`src/rtl/rptr_empty_if.sv`:
```
// Read-side FIFO bus between the read controller and the rptr_empty pointer block.
// The master drives requests and the synchronized write pointer, and the slave returns pointer and status.
interface rptr_empty_if #(
  parameter int ADDRSIZE = 2
);
  logic                rinc;
  logic [ADDRSIZE:0]   rq2_wptr;
  logic [ADDRSIZE-1:0] raddr;
  logic [ADDRSIZE:0]   rptr;
  logic                rempty;
  logic [ADDRSIZE:0]   rlevel;
  logic                ralmost_empty;
  logic                runderflow;

  modport master (
    output rinc, rq2_wptr,
    input  raddr, rptr, rempty, rlevel, ralmost_empty, runderflow
  );

  modport slave (
    input  rinc, rq2_wptr,
    output raddr, rptr, rempty, rlevel, ralmost_empty, runderflow
  );
endinterface

```
`src/rtl/rptr_empty.sv`:
```
// Read-side pointer and empty flag for the dual-clock Gray-pointer FIFO, in the rclk domain.
// Define RPTR_LEVEL_EN to build the fill level, almost-empty and underflow logic.
module rptr_empty #(
  parameter int ADDRSIZE  = 2,
  parameter int AE_THRESH = 1
) (
  input  logic        rclk,
  input  logic        rrst_n,
  rptr_empty_if.slave bus
);

  localparam int P = ADDRSIZE + 1;

  logic [P-1:0] rbin;
  logic [P-1:0] rptr_q;
  logic         rempty_q;
  logic         rd_ok;
  logic [P-1:0] rbinnext;
  logic [P-1:0] rgraynext;
  logic         rempty_next;

  assign rd_ok       = bus.rinc & ~rempty_q;
  assign rbinnext    = rbin + {{ADDRSIZE{1'b0}}, rd_ok};
  assign rgraynext   = (rbinnext >> 1) ^ rbinnext;
  assign rempty_next = (rgraynext == bus.rq2_wptr);

  always_ff @(posedge rclk or negedge rrst_n) begin
    if (!rrst_n) begin
      rbin     <= '0;
      rptr_q   <= '0;
      rempty_q <= 1'b1;
    end else begin
      rbin     <= rbinnext;
      rptr_q   <= rgraynext;
      rempty_q <= rempty_next;
    end
  end

  assign bus.raddr  = rbin[ADDRSIZE-1:0];
  assign bus.rptr   = rptr_q;
  assign bus.rempty = rempty_q;

`ifdef RPTR_LEVEL_EN
  localparam logic [P-1:0] AE_LVL = P'(AE_THRESH);

  logic [P-1:0] wbin_s;
  logic [P-1:0] rlevel_next;
  logic [P-1:0] rlevel_q;
  logic         ralmost_q;
  logic         runder_q;

  // Gray to binary: each bit is the XOR of all Gray bits at or above it.
  always_comb begin
    wbin_s           = '0;
    wbin_s[ADDRSIZE] = bus.rq2_wptr[ADDRSIZE];
    for (int i = ADDRSIZE - 1; i >= 0; i--) begin
      wbin_s[i] = wbin_s[i+1] ^ bus.rq2_wptr[i];
    end
  end

  // The level uses the post-read pointer so the consumed entry is already excluded.
  assign rlevel_next = wbin_s - rbinnext;

  always_ff @(posedge rclk or negedge rrst_n) begin
    if (!rrst_n) begin
      rlevel_q  <= '0;
      ralmost_q <= 1'b1;
      runder_q  <= 1'b0;
    end else begin
      rlevel_q  <= rlevel_next;
      ralmost_q <= (rlevel_next <= AE_LVL);
      runder_q  <= bus.rinc & rempty_q;
    end
  end

  assign bus.rlevel        = rlevel_q;
  assign bus.ralmost_empty = ralmost_q;
  assign bus.runderflow    = runder_q;
`else
  assign bus.rlevel        = '0;
  assign bus.ralmost_empty = rempty_q;
  assign bus.runderflow    = 1'b0;
`endif

endmodule

```
`src/flat_wrapper.sv`:
```
// flat-port wrapper written by rule: the top's interface ports become plain ports
module rptr_empty_flat 
#(
  parameter int ADDRSIZE  = 2,
  parameter int AE_THRESH = 1
)
  (rclk, rrst_n, bus_rinc, bus_rq2_wptr, bus_raddr, bus_rptr, bus_rempty, bus_rlevel, bus_ralmost_empty, bus_runderflow);
  rptr_empty_if #(.ADDRSIZE(ADDRSIZE)) bus_i ();
  input  logic rclk;
  input  logic rrst_n;
  input wire logic [$bits(bus_i.rinc)-1:0] bus_rinc;
  input wire logic [$bits(bus_i.rq2_wptr)-1:0] bus_rq2_wptr;
  output wire logic [$bits(bus_i.raddr)-1:0] bus_raddr;
  output wire logic [$bits(bus_i.rptr)-1:0] bus_rptr;
  output wire logic [$bits(bus_i.rempty)-1:0] bus_rempty;
  output wire logic [$bits(bus_i.rlevel)-1:0] bus_rlevel;
  output wire logic [$bits(bus_i.ralmost_empty)-1:0] bus_ralmost_empty;
  output wire logic [$bits(bus_i.runderflow)-1:0] bus_runderflow;
  assign bus_i.rinc = bus_rinc;
  assign bus_i.rq2_wptr = bus_rq2_wptr;
  assign bus_raddr = bus_i.raddr;
  assign bus_rptr = bus_i.rptr;
  assign bus_rempty = bus_i.rempty;
  assign bus_rlevel = bus_i.rlevel;
  assign bus_ralmost_empty = bus_i.ralmost_empty;
  assign bus_runderflow = bus_i.runderflow;
  rptr_empty #(.ADDRSIZE(ADDRSIZE), .AE_THRESH(AE_THRESH)) u_core (.rclk(rclk), .rrst_n(rrst_n), .bus(bus_i));
endmodule
```
`config.mk`:
```
export PLATFORM = sky130hd
export DESIGN_NAME = rptr_empty_flat
export DESIGN_NICKNAME = d
export VERILOG_FILES = /design/src/rtl/rptr_empty_if.sv /design/src/rtl/rptr_empty.sv /design/src/flat_wrapper.sv
export SDC_FILE = /design/constraint.sdc
export NUM_CORES = 1
export LEC_CHECK = 0
export CORE_AREA = 2 2 39 41
export DETAILED_ROUTE_END_ITERATION = 8
export DIE_AREA = 0 0 41 43
export PLACE_DENSITY_LB_ADDON = 0.3
export REMOVE_ABC_BUFFERS = 1
export SLEW_MARGIN = 20
export SYNTH_ARGS = -nofsm -noshare
export SYNTH_HDL_FRONTEND = slang
export SYNTH_SLANG_ARGS = --single-unit
```
`constraint.sdc`:
```
create_clock -name rclk -period 4.6 [get_ports rclk]
set_clock_uncertainty 0.05 [all_clocks]
set_input_delay 0.92 -clock rclk [delete_from_list [all_inputs] [get_ports rclk]]
set_output_delay 0.92 -clock rclk [all_outputs]
set_load 0.1 [all_outputs]
```
==> reports/results.txt, run 1 <==
The ratio of routed vias to standard cells was 3.66. Number of cells produced by synthesis: 29. After synthesis, the cell types taking the most area are sky130_fd_sc_hd__dfrtp_1, sky130_fd_sc_hd__buf_4, sky130_fd_sc_hd__dfstp_2, sky130_fd_sc_hd__ha_1, sky130_fd_sc_hd__mux2i_1.

Entering global routing, the biggest net connects 7 pins. Summing the sequential cell areas from Yosys gives 45.7% of the chip area. The run gives 1760 um^2 as the area enclosed by the die boundary. Cell taking the most area after synthesis: sky130_fd_sc_hd__dfrtp_1. At the end of the flow, the number of nets in the layout was 52. TritonCTS built the clock tree. The logs give 772 um for the wire length of the first global-routing pass and 460 um for the routed wire length. The final critical path takes up 62.4% of the cycle.

The proportion of layout cells with a drive suffix above 1 was 16.3%; the setup slack of the worst register-to-register path was 2.92 ns. Global routing used 7.27% of the available tracks. The CTS H-tree depth came out at 1.

The tools report the number of CTS-inserted buffers as 3. For this design, the sink count on the clock tree is 6. From left edge to right edge, the die measures 41 um. The initial utilization of the core area, before any placement, comes to 24.0%. Buffers inserted to repair hold after CTS numbered 0. Start-to-end type of the worst setup path: register to output port. The congestion estimate from routability-driven global placement came to 0.664.

For the number of standard-cell rows in the floorplan, the log shows 14. Gates resized during post-CTS repair numbered 0. Setup repair after global routing left no endpoint under its margin.

The commonest register cell after synthesis is sky130_fd_sc_hd__dfrtp_1. The core region is 1380 um^2. The tools report the initial antenna violation count as 0.

Along the worst path, the maximum fanout reaches 3. The total of max-cap violations is 0. The number of DRC markers in iteration 0 came out at 0. The run finished with clean final reports.

Critical path buffer and inverter count: 1. The cell family contributing the most delay on the critical path is buffers and inverters. Across all hold checks on the routed design, the worst slack comes to 0.546 ns.

After synthesis the netlist holds a flip-flop and latch count of 6. The tools report the via count of the first global-routing pass as 210. The detail route stage leaves a number of antenna-violating nets equal to 0. The post-CTS setup buffer count is 0. The run gives 1.98 ns as the worst-case setup slack after placement.

The via count is 216, and the critical path arrival is 1.90 ns. The wire-length estimate of the detail-placed layout is 393 um. Total grt overflow: 0. In the post-route analysis, the smallest setup slack over all paths is 1.73 ns. The number of warnings printed during yosys synthesis is 0. The number of pins with negative max-slew slack in the final report came out at 0.

The clock transition at the registers of the reported paths was 0.05 ns. The critical path goes through clkdlybuf4s50_1. The signed area change from the synthesized netlist to the final layout came out at 42.3%. The total count of hold-check failures in the final report is 0. The logs give 0.24 ns for the clock latency on the worst-skew pair and 0 for the final setup violation count.

The logs give 1 for the number of search-and-repair iterations in the first detailed-routing pass and 0 for the diode insertion count for antenna repair. STA puts the critical path data required time at 3.63 ns. The relative max-transition margin was 35.4%; the count of flip-flops with a built-in enable after synthesis was 0. A synthesized cell averages 11.4 um^2. Slowest stage cell on the critical path: sky130_fd_sc_hd__clkdlybuf4s50_1.

Summed over its instances, the top area cell type makes up 37.7% of the synthesized netlist area. The commonest cells after synthesis are sky130_fd_sc_hd__buf_4, sky130_fd_sc_hd__dfrtp_1. No sink is reached through more buffers than the 2 on the longest clock path. The tightest min-delay check is of the register to register type. After synthesis, the share of flip-flops with an asynchronous set or reset is 100%.

For the pin with the worst max-slew slack, the measured transition is 0.967 ns. Dividing the detail-routed wire length by the instance count gives 7.80 um. The tools report the number of I/O pins as 17.

The tools report the setup TNS as 0 ns. The die is 43 um tall. After detailed routing, the number of remaining DRC violations is 0. STA classifies the critical path startpoint as a register.

Summing every instance area after synthesis gives 332 um^2. The longest individual stage delay on the worst path was 1.13 ns. The worst setup path is captured at an output port. The filler cell count is 154. The cell sitting at the root of the clock tree is a sky130_fd_sc_hd__clkbuf_4. The highest clock frequency the design can meet is 349 MHz.

Distinct cell type count of the synthesized netlist: 16. The minimum clock period after layout came out at 2.87 ns. The total of buffers placed on input and output ports was 12.
-- cell usage in the layout (no fill, tap or decap), drive strengths merged --
cell type,Yosys,final
clkdlybuf4s50,0,12
and2b,2,2
inv,1,1
dfrtp,5,5
nor2,1,1
mux2i,2,2
clkbuf,0,4
xnor2,2,2
xor2,2,2
dfstp,1,1
o2bb2ai,1,1
or2,1,1
nor2b,1,1
conb,1,4
nand2,2,2
ha,2,2
-- worst paths after layout --
path	startpoint	endpoint	cells past startpoint
worst max-delay path	u_core.bus.ralmost_empty$_DFF_PN1_	bus_rempty	1
worst min-delay path	u_core.rbin[2]$_DFF_PN0_	u_core.rbin[2]$_DFF_PN0_	2
worst max register to register	u_core.bus.ralmost_empty$_DFF_PN1_	u_core.bus.ralmost_empty$_DFF_PN1_	6
worst min register to register	u_core.rbin[2]$_DFF_PN0_	u_core.rbin[2]$_DFF_PN0_	2
max in group asynchronous	rrst_n	u_core.bus.ralmost_empty$_DFF_PN1_	1
min in group asynchronous	rrst_n	u_core.bus.rptr[1]$_DFF_PN0_	1
-- area by class of cell --
cell class                 count  area, um^2  share of cell area, %
clock buffer                   4        26.3                   5.57
timing repair buffer          12         120                   25.5
multi-input combinational     20         150                   31.8
inverter                       1        3.75                  0.796
sequential                     6         151                   32.1
tap                           16        20.0                   4.24
-- routing by layer --
metal	GRT usage, %	up-vias	routed length [um]
met5	0	-	0
met4	12.0	0	14
met3	1.57	2	26
met2	8.75	9	237
met1	7.52	96	181
li1	-	109	-
-- cell families (layout without fill, tap and decap cells) --
| family | count (synthesis) | in the layout | share of synthesized area, % |
|---|---|---|---|
| AND/OR/NAND/NOR | 7 | 7 | 11.7 |
| flip-flops | 6 | 6 | 45.7 |
| buffers and inverters | 6 | 17 | 12.5 |
| XOR/XNOR | 4 | 4 | 12.8 |
| adder cells (fa/ha/maj) | 2 | 2 | 7.55 |
| multiplexers | 2 | 2 | 6.04 |
| other | 1 | 4 | 1.13 |
| AO/OA/AOI/OAI | 1 | 1 | 2.64 |
-- state kept, by name, summed over array words and instances, names as in the netlist --
| register | cells |
|---|---|
| u_core.bus.ralmost_empty | 1 |
| u_core.bus.rptr | 2 |
| u_core.rbin | 3 |
-- metrics by stage --
step | area (um^2) | instances | utilization (%)
after floorplan | 305 | 27 | -
after global placement | 445 | 55 | 32.2
after detailed placement | 445 | 55 | 32.2
after CTS | 472 | 59 | 34.1
after global routing | 472 | 59 | 34.1
final | 472 | 59 | 34.1
Power of run 1 is left out: the tool's default activity adds up to more than one toggle a clock period on the data nets, which glitch-free logic cannot reach.
==> inputs of run 2 (changes only) <==
==> constraint.sdc (replaced) <==
create_clock -name rclk -period 2.5 [get_ports rclk]
set_clock_uncertainty 0.05 [all_clocks]
set_input_delay 0.5 -clock rclk [delete_from_list [all_inputs] [get_ports rclk]]
set_output_delay 0.5 -clock rclk [all_outputs]
set_load 0.1 [all_outputs]
==> run 2 against run 1 <==
  * Critical path depth is 6 higher
  * Die area stayed put
  * Via count is 4.6% higher
  * Clock-buffer cell count stayed put
  * Non-clock buffer count stayed put
  * Final area is 3.7% lower
  * Worst setup slack worse by 1.1 ns
  * Worst hold slack worse by 0.098 ns
  * Flip-flop and latch count stayed put
  * Global-route usage is 0.31 points lower
  * Wire length is 5.4% higher
  * Register-to-register slack worse by 2.1 ns
==> reports/results.txt, run 2 (same netlist as run 1, synthesis figures left out) <==
The flow ran to the end, and the final reports show no timing, DRC or antenna violations. The count of cells along the worst register-to-register path works out to 6 (unchanged). Setup repair after global routing left no endpoint under its margin. The via count of the first global-routing pass was 204 (-2.9%); the via count was 226 (+4.6%). The residual antenna-violating net count after detailed routing is 0 (unchanged), and the highest fanout seen on the critical path is 3 (unchanged). For the critical path arrival, the log shows 2.03 ns (+0.13 ns). The tools report the number of gates given a new drive strength after cts as 0 (unchanged). The global-route total usage across every layer was 6.96% (-0.31 points). In the layout the commonest cells are sky130_fd_sc_hd__buf_4, sky130_fd_sc_hd__clkdlybuf4s50_1, sky130_fd_sc_hd__dfrtp_1. The tools report the area enclosed by the die boundary as 1760 um^2 (unchanged). TritonCTS built the clock tree. The minimum clock period after layout was 1.91 ns. Counting flops per register, the top entry is u_core.rbin. The number of I/O pins is 17 (unchanged). The tools report the category of the worst setup path launch point as a primary input. The flip-flop count of the largest register, all copies and words added was 3 (unchanged).

The run gives 710 um (-8.0%) as the wire length of the first global-routing pass. In the finished design, the share of the clock period the worst path needs comes to 76.2%. The setup slack of the worst register-to-register path was 0.78 ns (-2.14 ns). Static timing analysis puts the maximum clock frequency at 525 MHz. Width of the die: 41 um (unchanged).

The logs give 0.24 ns (about the same) for the clock latency on the worst-skew pair and 1 (unchanged) for the CTS H-tree depth. The number of DRC markers in iteration 0 is 1 (+1). The diode insertion count for antenna repair was 0 (unchanged). The number of clock sinks was 6 (unchanged). The run gives 485 um (+5.4%) as the routed wire length. The met2 capacity usage during global routing is 9.38% (+0.63 points). The tools report the initial antenna violation count as 0 (unchanged).

The logs give 0 (unchanged) for the total of max-cap violations and 2 (+1) for the number of search-and-repair iterations in the first detailed-routing pass. The final-stage net count was 52 (unchanged). The tools report the fraction of met3 tracks used by global routing as 1.57% (unchanged). The root buffer cell chosen for the clock tree is sky130_fd_sc_hd__clkbuf_4. Worst min-delay path class: primary input to asynchronous set/reset pin.

Category of the worst setup path capture point: a register. The critical path required time was 2.62 ns (-1.01 ns); the hold buffer count at cts was 0 (unchanged). The initial core utilization was 24.0% (unchanged). For the post-CTS setup buffer count, the log shows 0 (unchanged). The routing usage on met1 is 5.86% (-1.7 points). The maximum buffer depth of the clock tree is 2 (unchanged). The proportion of layout cells with a drive suffix above 1 was 32.6% (+16 points). Source of the worst register-to-register timing path: u_core.bus.ralmost_empty$_DFF_PN1_.

The run gives 0 (unchanged) as the number of pins with negative max-slew slack in the final report. The tools report the number of remaining DRC errors as 0 (unchanged). The library cell used most frequently in the layout, excluding fill and tap cells, is sky130_fd_sc_hd__buf_4. The largest net degree at the start of global routing came out at 7 (unchanged). The global routing stage identified its most utilized layer as met4. The start-to-end type of the worst setup path was primary input to register. The logs give 0 (unchanged) for the final setup violation count and 3 (unchanged) for the number of CTS-inserted buffers. The final weighted congestion in routability-driven placement was 0.625 (-5.9%); the clock transition at the registers of the reported paths was 0.05 ns (about the same).

The total grt overflow is 0 (unchanged). The signed area change from the synthesized netlist to the final layout is 37.0%, and the die boundary height is 43 um (unchanged). The filler cell count was 157 (+1.9%); the number of standard-cell rows in the floorplan was 14 (unchanged).

The total core area came out at 1380 um^2 (unchanged). The final routed wire length divided by cell count works out to 8.22 um (+5.4%). The run gives 0 (unchanged) as the total count of hold-check failures in the final report. For the setup TNS, the log shows 0 ns (unchanged). The endpoint identified for the worst register-to-register timing path is u_core.bus.ralmost_empty$_DFF_PN1_.

The total of buffers placed on input and output ports was 12 (unchanged). The ratio of routed vias to standard cells was 3.83 (+4.6%).
[run 2: worst max-delay path by stage]
stage                                                   from                            endpoint  cells after the start
final                                               bus_rinc  u_core.bus.ralmost_empty$_DFF_PN1_                      7
after CTS                                           bus_rinc  u_core.bus.ralmost_empty$_DFF_PN1_                      7
after global placement                              bus_rinc  u_core.bus.ralmost_empty$_DFF_PN1_                      7
after floorplan           u_core.bus.ralmost_empty$_DFF_PN1_  u_core.bus.ralmost_empty$_DFF_PN1_                      6
after global routing                                bus_rinc  u_core.bus.ralmost_empty$_DFF_PN1_                      7
after detailed placement                            bus_rinc  u_core.bus.ralmost_empty$_DFF_PN1_                      7
[run 2: metal layers]
metal  part of all wire (%)  up-vias
met3                    5.4        0
met4                      0        0
met2                     56        7
met5                      0        -
li1                       -      110
met1                     39      109
[run 2: per-stage QoR]
step           area [um^2]  hold WS (ns)  cells  utilization [%]  setup WS [ns]
6_report               454         0.447     59             32.8          0.594
5_1_grt                454         0.463     59             32.8          0.509
4_1_cts                454         0.447     59             32.8          0.575
3_5_place_dp           428         0.538     55             30.9          0.323
3_3_place_gp           428         0.540     55             30.9          0.354
2_1_floorplan          305         0.154     27                -          0.121
[run 2: area by class of cell]
type	instances	area [um^2]	area share [%]
Tap cell	16	20.0	4.41
Timing Repair Buffer	12	103	22.6
Multi-Input combinational cell	20	150	33.1
Sequential cell	6	151	33.3
Clock buffer	4	26.3	5.79
Inverter	1	3.75	0.826
[run 2: worst max-delay path: stages]
cell and delay, ns:
sky130_fd_sc_hd__clkdlybuf4s50_1 0.38, sky130_fd_sc_hd__nor2b_1 0.12, sky130_fd_sc_hd__ha_1 0.17, sky130_fd_sc_hd__ha_1 0.21, sky130_fd_sc_hd__xnor2_2 0.28, sky130_fd_sc_hd__mux2i_1 0.23
sky130_fd_sc_hd__o2bb2ai_1 0.13
Power of run 2 is left out for the same reason.
==> inputs of run 3 (changes only) <==
==> constraint.sdc (replaced) <==
create_clock -name rclk -period 1.5 [get_ports rclk]
set_clock_uncertainty 0.05 [all_clocks]
set_input_delay 0.3 -clock rclk [delete_from_list [all_inputs] [get_ports rclk]]
set_output_delay 0.3 -clock rclk [all_outputs]
set_load 0.1 [all_outputs]
==> run 3 against run 2 <==
  * The flow now finishes with violations (negative setup slack)
  * First-iteration DRC count stayed put
  * Core utilization increased by 12 points
  * Clock-buffer cell count unchanged
  * Global-route usage rose by 1.1 points
  * Via count rose by 5.3%
  * Worst setup slack lost 0.63 ns
  * Worst hold slack got worse by 0.19 ns
  * Flip-flop and latch count is the same
==> reports/results.txt, run 3 (same netlist as run 1, synthesis figures left out) <==
Highest fanout seen on the critical path: 3 (unchanged). The run finished, with violations left. For the total core area, the log shows 1380 um^2 (unchanged). The tools report the largest net degree at the start of global routing as 7 (unchanged). The worst min-delay path class is primary input to asynchronous set/reset pin.

The logs give 2 (unchanged) for the maximum buffer depth of the clock tree and 2 (unchanged) for the number of search-and-repair iterations in the first detailed-routing pass. The final-stage net count was 56 (+7.7%); the ratio of routed vias to standard cells was 3.78 (-1.4%). The number of CTS-inserted buffers is 3 (unchanged), and the total of buffers placed on input and output ports is 12 (unchanged). The total grt overflow came out at 0 (unchanged). The logs give 24.0% (unchanged) for the initial core utilization and 1760 um^2 (unchanged) for the area enclosed by the die boundary.

The run gives 0 (unchanged) as the number of remaining DRC errors. The CTS H-tree depth was 1 (unchanged); the number of clock sinks was 6 (unchanged). The run gives 546 um^2 (+27%) as the placed cell area. The run gives 0 (unchanged) as the diode insertion count for antenna repair. The wire length of the first global-routing pass is 883 um (+24%). The final routed wire length divided by cell count is 8.21 um (-0.17%). The clock transition at the registers of the reported paths works out to 0.05 ns (about the same). The total of max-cap violations is 0 (unchanged), and the routed wire length is 517 um (+6.6%). The run gives 1 (+1) as the final setup violation count. TritonCTS built the clock tree.

The number of DRC markers in iteration 0 came out at 1 (unchanged). By startpoint and endpoint, the worst setup path is classified as register to register. The run gives 17 (unchanged) as the number of I/O pins. The post-route clock period utilization was 102%.

For the via count, the log shows 238 (+5.3%). The run gives 59 (+7.3%) as the cell count after placement. The run gives 63 (+6.8%) as the count of non-filler cells in the finished layout. The total count of hold-check failures in the final report is 0 (unchanged), and the signed area change from the synthesized netlist to the final layout is 85.3%. The leading cell type in the layout, fill and taps excluded is sky130_fd_sc_hd__buf_12. The proportion of layout cells with a drive suffix above 1 is 44.7% (+12 points).

The via count of the first global-routing pass is 226 (+11%). The logs give 0 (unchanged) for the hold buffer count at cts and 8.10% (+1.1 points) for the global-route total usage across every layer. The tools report the critical path required time as 1.61 ns (-1.01 ns). STA classifies the critical path endpoint as a register. The final weighted congestion in routability-driven placement is 0.642 (+2.8%), and the minimum clock period after layout is 1.53 ns.

After legalization and detailed placement, the total HPWL measured 425 um. The logs give 0 (unchanged) for the number of pins with negative max-slew slack in the final report and 1.64 ns (-0.39 ns) for the critical path arrival. The number of standard-cell rows in the floorplan was 14 (unchanged); the die boundary height was 43 um (unchanged). The final worst setup slack came out at -0.0311 ns (-0.626 ns).

Setup repair after global routing could not meet its margin everywhere. STA classifies the critical path startpoint as a register. The final reports fail on negative setup slack. Residual antenna-violating net count after detailed routing: 0 (unchanged). The largest register by flop count is u_core.rbin.

The post-CTS setup buffer count is 0 (unchanged), and the clock latency on the worst-skew pair is 0.24 ns (about the same). Static timing analysis puts the maximum clock frequency at 653 MHz. Flip-flop count of the largest register, all copies and words added: 3 (unchanged).

Clock tree synthesis selected as its root buffer the cell sky130_fd_sc_hd__clkbuf_4. The width of the die was 41 um (unchanged); the initial antenna violation count was 0 (unchanged). The top cell types in the final layout, fill and taps aside, are sky130_fd_sc_hd__buf_12, sky130_fd_sc_hd__dfrtp_1, sky130_fd_sc_hd__conb_1, sky130_fd_sc_hd__clkdlybuf4s50_1, sky130_fd_sc_hd__buf_4. The design area was 614 um^2 (+35%); the worst-case hold slack was 0.254 ns (-0.193 ns).
## run 3: cell count changes in the layout (fill, tap and decap cells not counted)
cell / previous run / this run
sky130_fd_sc_hd__xnor2_2: 1 / 0
sky130_fd_sc_hd__nor2b_1: 1 / 0
sky130_fd_sc_hd__nor2b_4: 0 / 1
sky130_fd_sc_hd__clkdlybuf4s50_1: 5 / 4
sky130_fd_sc_hd__ha_4: 0 / 2
sky130_fd_sc_hd__dlygate4sd2_1: 0 / 1
sky130_fd_sc_hd__xnor2_4: 0 / 1
sky130_fd_sc_hd__buf_4: 7 / 4
sky130_fd_sc_hd__ha_1: 2 / 0
sky130_fd_sc_hd__buf_12: 0 / 7
## run 3: worst max-delay path, cell delays in order (launching register included)
cell and delay (ns):
sky130_fd_sc_hd__dfstp_2 0.54, sky130_fd_sc_hd__nor2b_4 0.05, sky130_fd_sc_hd__ha_4 0.15, sky130_fd_sc_hd__ha_4 0.17
sky130_fd_sc_hd__xnor2_4 0.17, sky130_fd_sc_hd__mux2i_1 0.20, sky130_fd_sc_hd__o2bb2ai_1 0.13
## run 3: what timing repair did
action / CTS / global route
endpoints found under the setup margin: 2 / 2
cloned: 0 / 0
hold endpoints to repair: 0 / 0
pin swaps: 3 / 0
gates resized for setup: 8 / 0
## run 3: layout make-up
type,instances,area (um^2)
multi-input combinational,20,194
clock buffer,4,26.3
inverter,1,3.75
tap,16,20.0
fill,141,769
sequential,6,151
timing repair buffer,16,219
## run 3: layer usage
layer | track usage (%) | up-vias | routed length (um)
met1 | 8.58 | 107 | 178
met5 | 0 | - | 0
met3 | 1.57 | 2 | 31
met2 | 12.2 | 9 | 287
li1 | - | 120 | -
met4 | 8.00 | 0 | 21
## run 3: final timing paths
| path | slack, ns | depth (start not counted) | end | start |
|---|---|---|---|---|
| max | -0.03 | 6 | u_core.bus.ralmost_empty$_DFF_PN1_ | u_core.bus.ralmost_empty$_DFF_PN1_ |
| min | 0.25 | 1 | u_core.bus.rptr[1]$_DFF_PN0_ | rrst_n |
| max reg2reg | -0.03 | 6 | u_core.bus.ralmost_empty$_DFF_PN1_ | u_core.bus.ralmost_empty$_DFF_PN1_ |
| min reg2reg | 0.61 | 1 | u_core.rbin[1]$_DFF_PN0_ | u_core.rbin[1]$_DFF_PN0_ |
| max in group asynchronous | 0.87 | 1 | u_core.bus.ralmost_empty$_DFF_PN1_ | rrst_n |
| min in group rclk | 0.61 | 1 | u_core.rbin[1]$_DFF_PN0_ | u_core.rbin[1]$_DFF_PN0_ |
## run 3: per-stage QoR
step                worst slack (ns)  util [%]  TNS (ns)
CTS                          -0.0535      44.4   -0.0535
detailed placement            -0.433      39.4     -1.24
global route                  -0.109      44.4    -0.109
finish                       -0.0311      44.4   -0.0311
floorplan                     -0.879         -     -3.76
global placement              -0.438      39.4     -1.24
Power of run 3 is left out for the same reason.
